`src/rtl/mux_2to1_pkg.sv`:
```
// Shared constants for the 2:1 data selector: default sizes and select encoding.
package mux_2to1_pkg;
    localparam int   DEF_WIDTH = 1;
    localparam int   DEF_CNT_W = 8;
    localparam logic SEL_A     = 1'b0;
    localparam logic SEL_B     = 1'b1;

    function automatic logic sel_changed(input logic cur, input logic prev);
        return cur != prev;
    endfunction
endpackage

```
`src/rtl/mux_2to1_sat_counter.sv`:
```
// CNT_W-bit incrementer that sticks at all-ones instead of wrapping.
module sat_counter #(
    parameter int CNT_W = mux_2to1_pkg::DEF_CNT_W
) (
    input  logic             clk,
    input  logic             rst_n,
    input  logic             inc,
    output logic [CNT_W-1:0] cnt
);
    logic [CNT_W-1:0] cnt_q, cnt_d;

    always_comb begin
        cnt_d = cnt_q;
        if (inc && (cnt_q != '1)) cnt_d = cnt_q + CNT_W'(1);
    end

    always_ff @(posedge clk or negedge rst_n) begin
        if (!rst_n) cnt_q <= '0;
        else        cnt_q <= cnt_d;
    end

    assign cnt = cnt_q;
endmodule

```
`src/rtl/mux_2to1.sv`:
```
// 2:1 selector with combinational and load-enabled registered outputs,
// plus a saturating count of select transitions for debug visibility.
module mux_2to1
    import mux_2to1_pkg::*;
#(
    parameter int WIDTH = DEF_WIDTH,
    parameter int CNT_W = DEF_CNT_W
) (
    input  logic             clk,
    input  logic             rst_n,
    input  logic [WIDTH-1:0] a,
    input  logic [WIDTH-1:0] b,
    input  logic             sel,
    input  logic             en,
    output logic [WIDTH-1:0] out,
    output logic [WIDTH-1:0] out_q,
    output logic [CNT_W-1:0] sel_changes
);
    logic [WIDTH-1:0] data_q, data_d;
    logic             sel_prev_q, sel_prev_d;

    // Live through reset: no dependence on clk, rst_n or en.
    assign out = (sel == SEL_A) ? a : b;

    always_comb begin
        data_d     = en ? out : data_q;
        sel_prev_d = sel;
    end

    always_ff @(posedge clk or negedge rst_n) begin
        if (!rst_n) begin
            data_q     <= '0;
            sel_prev_q <= SEL_A;
        end else begin
            data_q     <= data_d;
            sel_prev_q <= sel_prev_d;
        end
    end

    assign out_q = data_q;

    // Only edge-sampled differences count, so a glitch between edges is invisible.
    sat_counter #(.CNT_W(CNT_W)) u_sel_cnt (
        .clk   (clk),
        .rst_n (rst_n),
        .inc   (sel_changed(sel, sel_prev_q)),
        .cnt   (sel_changes)
    );
endmodule

```
`config.mk`:
```
export PLATFORM = sky130hd
export DESIGN_NAME = mux_2to1
export DESIGN_NICKNAME = d
export VERILOG_FILES = /design/src/rtl/mux_2to1_pkg.sv /design/src/rtl/mux_2to1_sat_counter.sv /design/src/rtl/mux_2to1.sv
export SDC_FILE = /design/constraint.sdc
export NUM_CORES = 1
export LEC_CHECK = 0
export ABC_AREA = 0
export BUFFER_PORTS_ARGS = -buffer_cell sky130_fd_sc_hd__buf_4
export CAP_MARGIN = 20
export CORE_AREA = 4 4 41 43
export CTS_CLUSTER_DIAMETER = 60
export DETAILED_ROUTE_END_ITERATION = 8
export DIE_AREA = 0 0 45 47
export GPL_ROUTABILITY_DRIVEN = 0
export PLACE_DENSITY = 0.65
export REMOVE_ABC_BUFFERS = 1
export SYNTH_ARGS = -nofsm -noshare
export SYNTH_HDL_FRONTEND = slang
export SYNTH_HIERARCHICAL = 1
export SYNTH_SLANG_ARGS = --single-unit
```
`constraint.sdc`:
```
create_clock -name clk -period 3.2 [get_ports clk]
set_input_delay 0.32 -clock clk [delete_from_list [all_inputs] [get_ports clk]]
set_output_delay 0.32 -clock clk [all_outputs]
set_load 0.03 [all_outputs]
```
==> out/results.ini, run 1 <==
[worst_setup_path]
cp.arrival_ns = 1.67
critPathKind = register to register
critPathCaptureType = register
cp.required_ns = 3.35
cp-start-kind = register
critPathMaxFanout = 5

[global_route]
grt_pass1_vias = 376
grt_pass1_wl_um = 1559
grt_usage_pct = 10.36
antenna_found_initial = 0
gr-total-overflow = 0
grt_start_max_net_pins = 11

[die]
num_rows = 13
fp.dieArea_sq_um = 2115
start_util_pct = 38.17
die_w_um = 45
die_h_um = 47
ioPinCount = 16
core-area_sq_um = 1301

[logic_synthesis]
synth_top_area_cell = dfrtp_1
synthTopCellsByArea = dfrtp_1, mux2_4, a41oi_1, xor2_1, a311oi_2
postSynthAreaPerCell_sq_um = 12.74
synth.distinct_cells = 23
synth.yosys.seq_area_share_pct = 50.38
yosysWarnings = 6
ys_seq_elements = 10
syn_area_sq_um = 496.7
synth_top_area_share_pct = 50.38
synthCells = 39

[clock_network]
numCtsBuffers = 3
cts-htree-levels = 1
root_buffer = clkbuf_4
post_cts_buffers = 0
ctsResizeCount = 0
tritoncts = yes
clkSlewWorstSetupHoldPaths_ns = 0.07
ctsLongestPathBuffers = 2
cts.sinks = 10
clkLatencyLatePin_ns = 0.26

[detailed_routing]
ant_nets = 0
via_per_inst = 5.438
drc = 0
drt_first_pass_iters = 2
vias = 397
drtIter0Drc = 3
wire_per_inst_um = 13.03
totalWireLength_um = 951

[placed_design]
io_buffers = 15
hpwl_um = 716.8

[sta]
hold_viol = 0
tightest_slew_ns = 0.3673
rsz0062_at_grt = false
fin_crit_sh_pct = 47.71
slew_headroom_pct = 75.43
max_freq_ghz = 0.6550
finalCriticalPeriod_ns = 1.527
skew_ns = 0.001823
finalSetupViolCount = 0
tns_ns = 0
slew_violations = 0

[layout]
area_growth_pct = 33.00
multi_input_area_sq_um = 242.7
final_common_cell = buf_4
fillCellCount = 130
drive_gt1_share_pct = 44.83
n_antenna_cell = 0
layout_common_cells = buf_4, dfrtp_1, mux2_4, clkbuf_4
seq_area_sq_um = 250.2
final_util_pct = 50.77
nNetsFinal = 67

[pwr]
ir_drop_mv = 0.3684
p_leak_uw = 0.0003021
power_density_nw_per_um2 = 920.2

[flow_run]
drv_cap = 0

[outcome]
status = completed

[min_path]
hold_class = input pin to register

-- critical path: stages, from the launching register on --
cell     delay [ns]
dfrtp_1        0.41
ha_1           0.25
nand4_1        0.19
o21ai_2        0.22
mux2_1         0.33
-- kinds of logic (layout without fill, tap and decap cells) --
group	count (synthesis)	after routing	share of synthesized area, %
AOI/OAI and AO/OA	11	11	17.38
xor gates and xnor gates	3	3	5.291
adders and majority gates	1	1	2.518
buffers and inverters	1	20	0.7549
DFF	10	10	50.38
muxes	4	4	11.33
and+or+nand+nor	9	9	12.34
-- area by class of cell --
| cell class | instances | area share, % |
|---|---|---|
| repair buffers | 16 | 18.56 |
| clock buffers | 3 | 3.409 |
| flip-flops and latches | 10 | 37.88 |
| well taps | 15 | 2.841 |
| inverters | 1 | 0.5682 |
| multi-input cells | 28 | 36.74 |
-- synth_stat cells --
cell and instances:
mux2_1 1, nand3_2 1, o21a_1 1, ha_1 1
a31oi_1 2, o21ai_2 1, nand4_1 1, a41oi_1 2
xnor2_1 1, nor2_1 1, xor2_1 2, mux2_4 3
and3_4 1, nor3_1 1, dfrtp_1 10, and4_4 1
a21oi_1 2, inv_1 1, nand3_1 2, nand2_1 1
a311oi_2 1, o211ai_1 1, a21boi_0 1
-- worst paths after layout --
kind	startpoint	end	depth (start not counted)	slack (ns)
max in group asynchronous	rst_n	sel_prev_q	2	2.63
worst min register to register	out_q	out_q	1	0.51
worst min-delay path	sel	sel_prev_q	1	0.20
worst max register to register	u_sel_cnt/cnt[0]	u_sel_cnt/cnt[1]	4	1.67
min in group asynchronous	rst_n	u_sel_cnt/cnt[7]	2	0.43
worst max-delay path	u_sel_cnt/cnt[0]	u_sel_cnt/cnt[1]	4	1.67
-- routing by layer --
metal	GRT usage, %	share of wire, %
met3	2.682	7.6
met1	13.99	46
met2	15.25	46
met4	5.263	0
met5	0	0
-- report_power, final --
part	internal, uW	total, uW	switching [uW]
Sequential	172	235	63.6
Combinational	124	287	163
Clock	43.4	85.5	42.1
-- state kept, by name (all words and copies together), names as in the netlist --
| name | count |
|---|---|
| out_q | 1 |
| u_sel_cnt/cnt | 8 |
| sel_prev_q | 1 |
-- through the flow --
step | hold WS [ns] | cell area, sq um | total power, uW | cells | setup slack (ns)
2_1_floorplan | 0.02441 | 496.7 | 421.2 | 39 | 1.595
3_3_place_gp | 0.1570 | 628.1 | 523.9 | 69 | 1.596
3_5_place_dp | 0.1564 | 628.1 | 528.3 | 69 | 1.588
4_1_cts | 0.1898 | 660.6 | 615.9 | 73 | 1.653
5_1_grt | 0.1899 | 660.6 | 648.6 | 73 | 1.509
6_report | 0.1964 | 660.6 | 607.9 | 73 | 1.673
-- what timing repair did --
| item | in CTS | in global routing |
|---|---|---|
| endpoints found under the hold margin | 10 | 0 |
| endpoints found under the setup margin | 0 | 0 |
| hold buffers | 1 | 0 |
Note: power is estimated with default switching activity, not from simulation.
==> run 2, diff against run 1 <==
--- a/config.mk
+++ b/config.mk
@@ -13,7 +13,7 @@
 export DETAILED_ROUTE_END_ITERATION = 8
 export DIE_AREA = 0 0 45 47
 export GPL_ROUTABILITY_DRIVEN = 0
-export PLACE_DENSITY = 0.65
+export PLACE_DENSITY = 0.67
 export REMOVE_ABC_BUFFERS = 1
 export SYNTH_ARGS = -nofsm -noshare
 export SYNTH_HDL_FRONTEND = slang
==> constraint.sdc (replaced) <==
create_clock -name clk -period 1.3 [get_ports clk]
set_input_delay 0.13 -clock clk [delete_from_list [all_inputs] [get_ports clk]]
set_output_delay 0.13 -clock clk [all_outputs]
set_load 0.03 [all_outputs]
==> out/results.ini, run 2 (same netlist as run 1, synthesis figures left out) <==
[layout]
layout_common_cells = buf_4, dfrtp_1, mux2_4
largest_register_ffs = 8
fin_area_sq_um = 829.5
drive_gt1_share_pct = 66.22
area_growth_pct = 67.00
nNetsFinal = 83
final_common_cell = buf_4
final_cells = 89
n_antenna_cell = 0

[sta]
fin_crit_sh_pct = 104.5
finalCriticalPeriod_ns = 1.358
hold_viol = 0
skew_ns = 0.007043
max_freq_ghz = 0.7363
slew_headroom_pct = 83.78
rsz0062_at_grt = true
slew_violations = 0
tightest_slew_ns = 0.2401
setup_ws_ns = -0.05820
finalSetupViolCount = 2

[min_path]
hp-start = sel
hold_class = input pin to register

[placed_design]
hpwl_um = 949.8
dp_slack_ns = -0.03558
placed_cells = 84
postPlaceCellArea_sq_um = 740.7
io_buffers = 15

[clock_network]
cts.sinks = 10
root_buffer = clkbuf_4
clkLatencyLatePin_ns = 0.26
tritoncts = yes
ctsLongestPathBuffers = 2
cts-htree-levels = 1
numCtsBuffers = 3
clkSlewWorstSetupHoldPaths_ns = 0.06

[detailed_routing]
totalWireLength_um = 1362
wire_per_inst_um = 15.30
ant_nets = 0
via_per_inst = 5.393
drc = 0
drtIter0Drc = 9
vias = 480
drt_first_pass_iters = 4

[pwr]
comb_power_share_pct = 59.7
p_seq_share_pct = 29.2
p_clk_share_pct = 11.1
ir_drop_mv = 1.268
p_int_uw = 1067
power_density_nw_per_um2 = 2214
swShare_pct = 41.91
p_leak_uw = 0.0003925
switching_power_uw = 769.6

[global_route]
gr-total-overflow = 0
antenna_found_initial = 0
grt_usage_pct = 14.67
grt_pass1_wl_um = 2180
grt_start_max_net_pins = 11
grt_pass1_vias = 510

[die]
die_w_um = 45
fp.dieArea_sq_um = 2115
die_h_um = 47
start_util_pct = 38.17
num_rows = 13
ioPinCount = 16
core-area_sq_um = 1301

[outcome]
status = finished, violations left
violations = negative setup slack

[worst_setup_path]
cp.arrival_ns = 1.50
rr_startpoint = sel_prev_q
critPathCaptureType = register
critPathKind = register to register
critPathMaxFanout = 4
startpoint = sel_prev_q
cp-start-kind = register
cp.required_ns = 1.44

[flow_run]
drv_cap = 0

-- run 2: area by class of cell --
type	count	area, sq um
inverters	1	3.754
flip-flops and latches	10	250.2
well taps	15	18.77
fillers	111	471.7
multi-input cells	28	284.0
clock buffers	3	22.52
repair buffers	32	250.2
-- run 2: power by group through the flow --
stage / Sequential (uW) / Clock (uW) / Combinational (uW)
floorplan: 779 / 0 / 258
CTS: 535 / 210 / 1040
global route: 558 / 224 / 1180
finish: 536 / 204 / 1100
global placement: 529 / 0 / 980
detailed placement: 538 / 0 / 1000
-- run 2: what timing repair did --
item,CTS,global route
setup buffers,1,1
pin swaps,4,7
hold endpoints to repair,10,0
hold buffers,1,0
setup endpoints to repair,4,8
resized for setup,3,7
-- run 2: worst paths after layout --
kind	to	slack (ns)	depth (start not counted)
max in group asynchronous	out_q	0.92	2
min in group asynchronous	u_sel_cnt/cnt[7]	0.23	2
max reg2reg	u_sel_cnt/cnt[1]	-0.06	5
min reg2reg	out_q	0.52	1
min	sel_prev_q	0.03	1
max	u_sel_cnt/cnt[1]	-0.06	5
-- run 2: layer usage --
layer | track usage [%] | up-vias | wire (um)
li1 | - | 221 | -
met5 | 0 | - | 0
met4 | 3.509 | 0 | 6
met3 | 5.747 | 2 | 92
met1 | 14.72 | 237 | 511
met2 | 28.25 | 20 | 752
-- run 2: critical path: stages (launching register included) --
cell	delay (ns)
dfrtp_1	0.40
xor2_2	0.16
buf_4	0.16
buf_4	0.13
o21ai_2	0.08
mux2_4	0.32
-- run 2: per-stage QoR --
| stage | util (%) | power, uW | TNS (ns) | hold slack, ns |
|---|---|---|---|---|
| 2_1_floorplan | - | 1037 | -0.7103 | -0.1656 |
| 3_3_place_gp | 56.92 | 1509 | 0 | -0.03174 |
| 3_5_place_dp | 56.92 | 1539 | -0.09204 | -0.03307 |
| 4_1_cts | 61.06 | 1790 | -0.06378 | 0.008589 |
| 5_1_grt | 63.75 | 1958 | -0.4433 | 0.01055 |
| 6_report | 63.75 | 1836 | -0.07285 | 0.02771 |
==> run 3, diff against run 2 <==
==> constraint.sdc (replaced) <==
create_clock -name clk -period 1.15 [get_ports clk]
set_input_delay 0.115 -clock clk [delete_from_list [all_inputs] [get_ports clk]]
set_output_delay 0.115 -clock clk [all_outputs]
set_load 0.03 [all_outputs]
==> out/results.ini, run 3 (same netlist as run 1, synthesis figures left out) <==
[worst_setup_path]
cp-start-kind = register
cpPeakStageDelay_ns = 0.36
cp.arrival_ns = 1.45
slowest_stage = dfrtp_1
crit_chain = ha_2 > nand4_1 > o21ai_2 > mux2_4
critPathMaxFanout = 2
reg2reg_depth = 4
critPathKind = register to register
cp.required_ns = 1.30
r2r_slack_ns = -0.15
rr_endpoint = u_sel_cnt/cnt[1]
critPathCaptureType = register
rr_startpoint = u_sel_cnt/cnt[1]

[detailed_routing]
wire_per_inst_um = 13.32
met3_length_um = 111
drt_first_pass_iters = 4
wl_met1_um = 496
wl_met2_um = 671
drtIter0Drc = 10
totalWireLength_um = 1279
via_per_inst = 5.115
top_layer_used = met3
ant_nets = 0
vias = 491
drc = 0

[sta]
hold_ws_ns = 0.07583
rsz0062_at_grt = true
skew_ns = 0.005038
slew_headroom_pct = 85.00
hold_viol = 0
finalCriticalPeriod_ns = 1.296
tns_ns = -0.6927
slew_violations = 0
max_freq_ghz = 0.7717
tightest_slew_ns = 0.2249
fin_crit_sh_pct = 112.7
setup_ws_ns = -0.1458
finalSetupViolCount = 9

[global_route]
grt_start_max_net_pins = 11
gr-total-overflow = 0
grt_usage_pct = 14.99
antenna_found_initial = 0
grt_pass1_wl_um = 2263
grt_pass1_vias = 549

[die]
die_w_um = 45
ioPinCount = 16
fp.dieArea_sq_um = 2115
num_rows = 13
die_h_um = 47
core-area_sq_um = 1301
start_util_pct = 38.17

[layout]
area_growth_pct = 84.13
multi_input_area_sq_um = 306.5
nNetsFinal = 89
largest_register_ffs = 8
n_antenna_cell = 0
layout_common_cells = buf_4, dfrtp_1, mux2_4
drive_gt1_share_pct = 70.37
seq_area_sq_um = 250.2
fillCellCount = 98
final_common_cell = buf_4

[clock_network]
tritoncts = yes
ctsLongestPathBuffers = 2
clkLatencyLatePin_ns = 0.26
cts.sinks = 10
root_buffer = clkbuf_4
cts-htree-levels = 1
clkSlewWorstSetupHoldPaths_ns = 0.07
numCtsBuffers = 3

[placed_design]
hpwl_um = 960.6
io_buffers = 15

[outcome]
violations = negative setup slack
status = finished, violations left

[min_path]
hold_path_end = sel_prev_q
hold_class = input pin to register
hp-start = sel
holdPathStages = 2

[pwr]
p_leak_uw = 0.0004331
ir_drop_mv = 1.551
power_density_nw_per_um2 = 2543

[flow_run]
drv_cap = 0

[run 3: repair_timing]
action | in CTS | in global routing
setup endpoints to repair | 9 | 11
gates resized for setup | 6 | 7
hold buffers | 1 | 0
endpoints found under the hold margin | 10 | 0
setup buffers | 1 | 1
pin swaps | 8 | 4
[run 3: worst max path at each step]
stage | slack [ns] | startpoint | cells after the start | end
global route | -0.23 | u_sel_cnt/cnt[1] | 4 | u_sel_cnt/cnt[1]
finish | -0.15 | u_sel_cnt/cnt[1] | 4 | u_sel_cnt/cnt[1]
detailed placement | -0.15 | sel_prev_q | 5 | u_sel_cnt/cnt[4]
floorplan | -0.46 | u_sel_cnt/cnt[0] | 4 | u_sel_cnt/cnt[1]
CTS | -0.14 | u_sel_cnt/cnt[0] | 4 | u_sel_cnt/cnt[1]
global placement | -0.13 | u_sel_cnt/cnt[0] | 4 | u_sel_cnt/cnt[1]
[run 3: layer usage]
| metal | global-route usage (%) | vias to the layer above |
|---|---|---|
| met1 | 16.82 | 232 |
| li1 | - | 235 |
| met4 | 8.772 | 0 |
| met3 | 2.682 | 0 |
| met2 | 26.55 | 24 |
| met5 | 0 | - |
[run 3: critical path: cells and delay by family, from the launching register on]
kind	cells	cell delay [ns]
AOI/OAI and AO/OA	1	0.21
DFF	1	0.36
adders and majority gates	1	0.18
and+or+nand+nor	1	0.12
muxes	1	0.31
[run 3: cell type report]
| type | instances | area share (%) |
|---|---|---|
| clock buffers | 4 | 3.967 |
| inverters | 1 | 0.4104 |
| multi-input cells | 28 | 33.52 |
| flip-flops and latches | 10 | 27.36 |
| well taps | 15 | 2.052 |
| repair buffers | 38 | 32.69 |
[run 3: stage by stage]
| step | worst slack (ns) | cell area, sq um | total power [uW] | cells | util [%] |
|---|---|---|---|---|---|
| global route | -0.2335 | 914.6 | 2476 | 96 | 70.29 |
| global placement | -0.1304 | 785.8 | 1802 | 90 | 60.38 |
| floorplan | -0.4555 | 496.7 | 1172 | 39 | - |
| finish | -0.1458 | 914.6 | 2326 | 96 | 70.29 |
| CTS | -0.1434 | 879.6 | 2253 | 96 | 67.60 |
| detailed placement | -0.1521 | 785.8 | 1827 | 90 | 60.38 |
[run 3: power by group]
| group | total [uW] | internal (uW) | switching (uW) |
|---|---|---|---|
| clock network | 316 | 192 | 124 |
| registers | 580 | 479 | 102 |
| logic | 1430 | 726 | 703 |
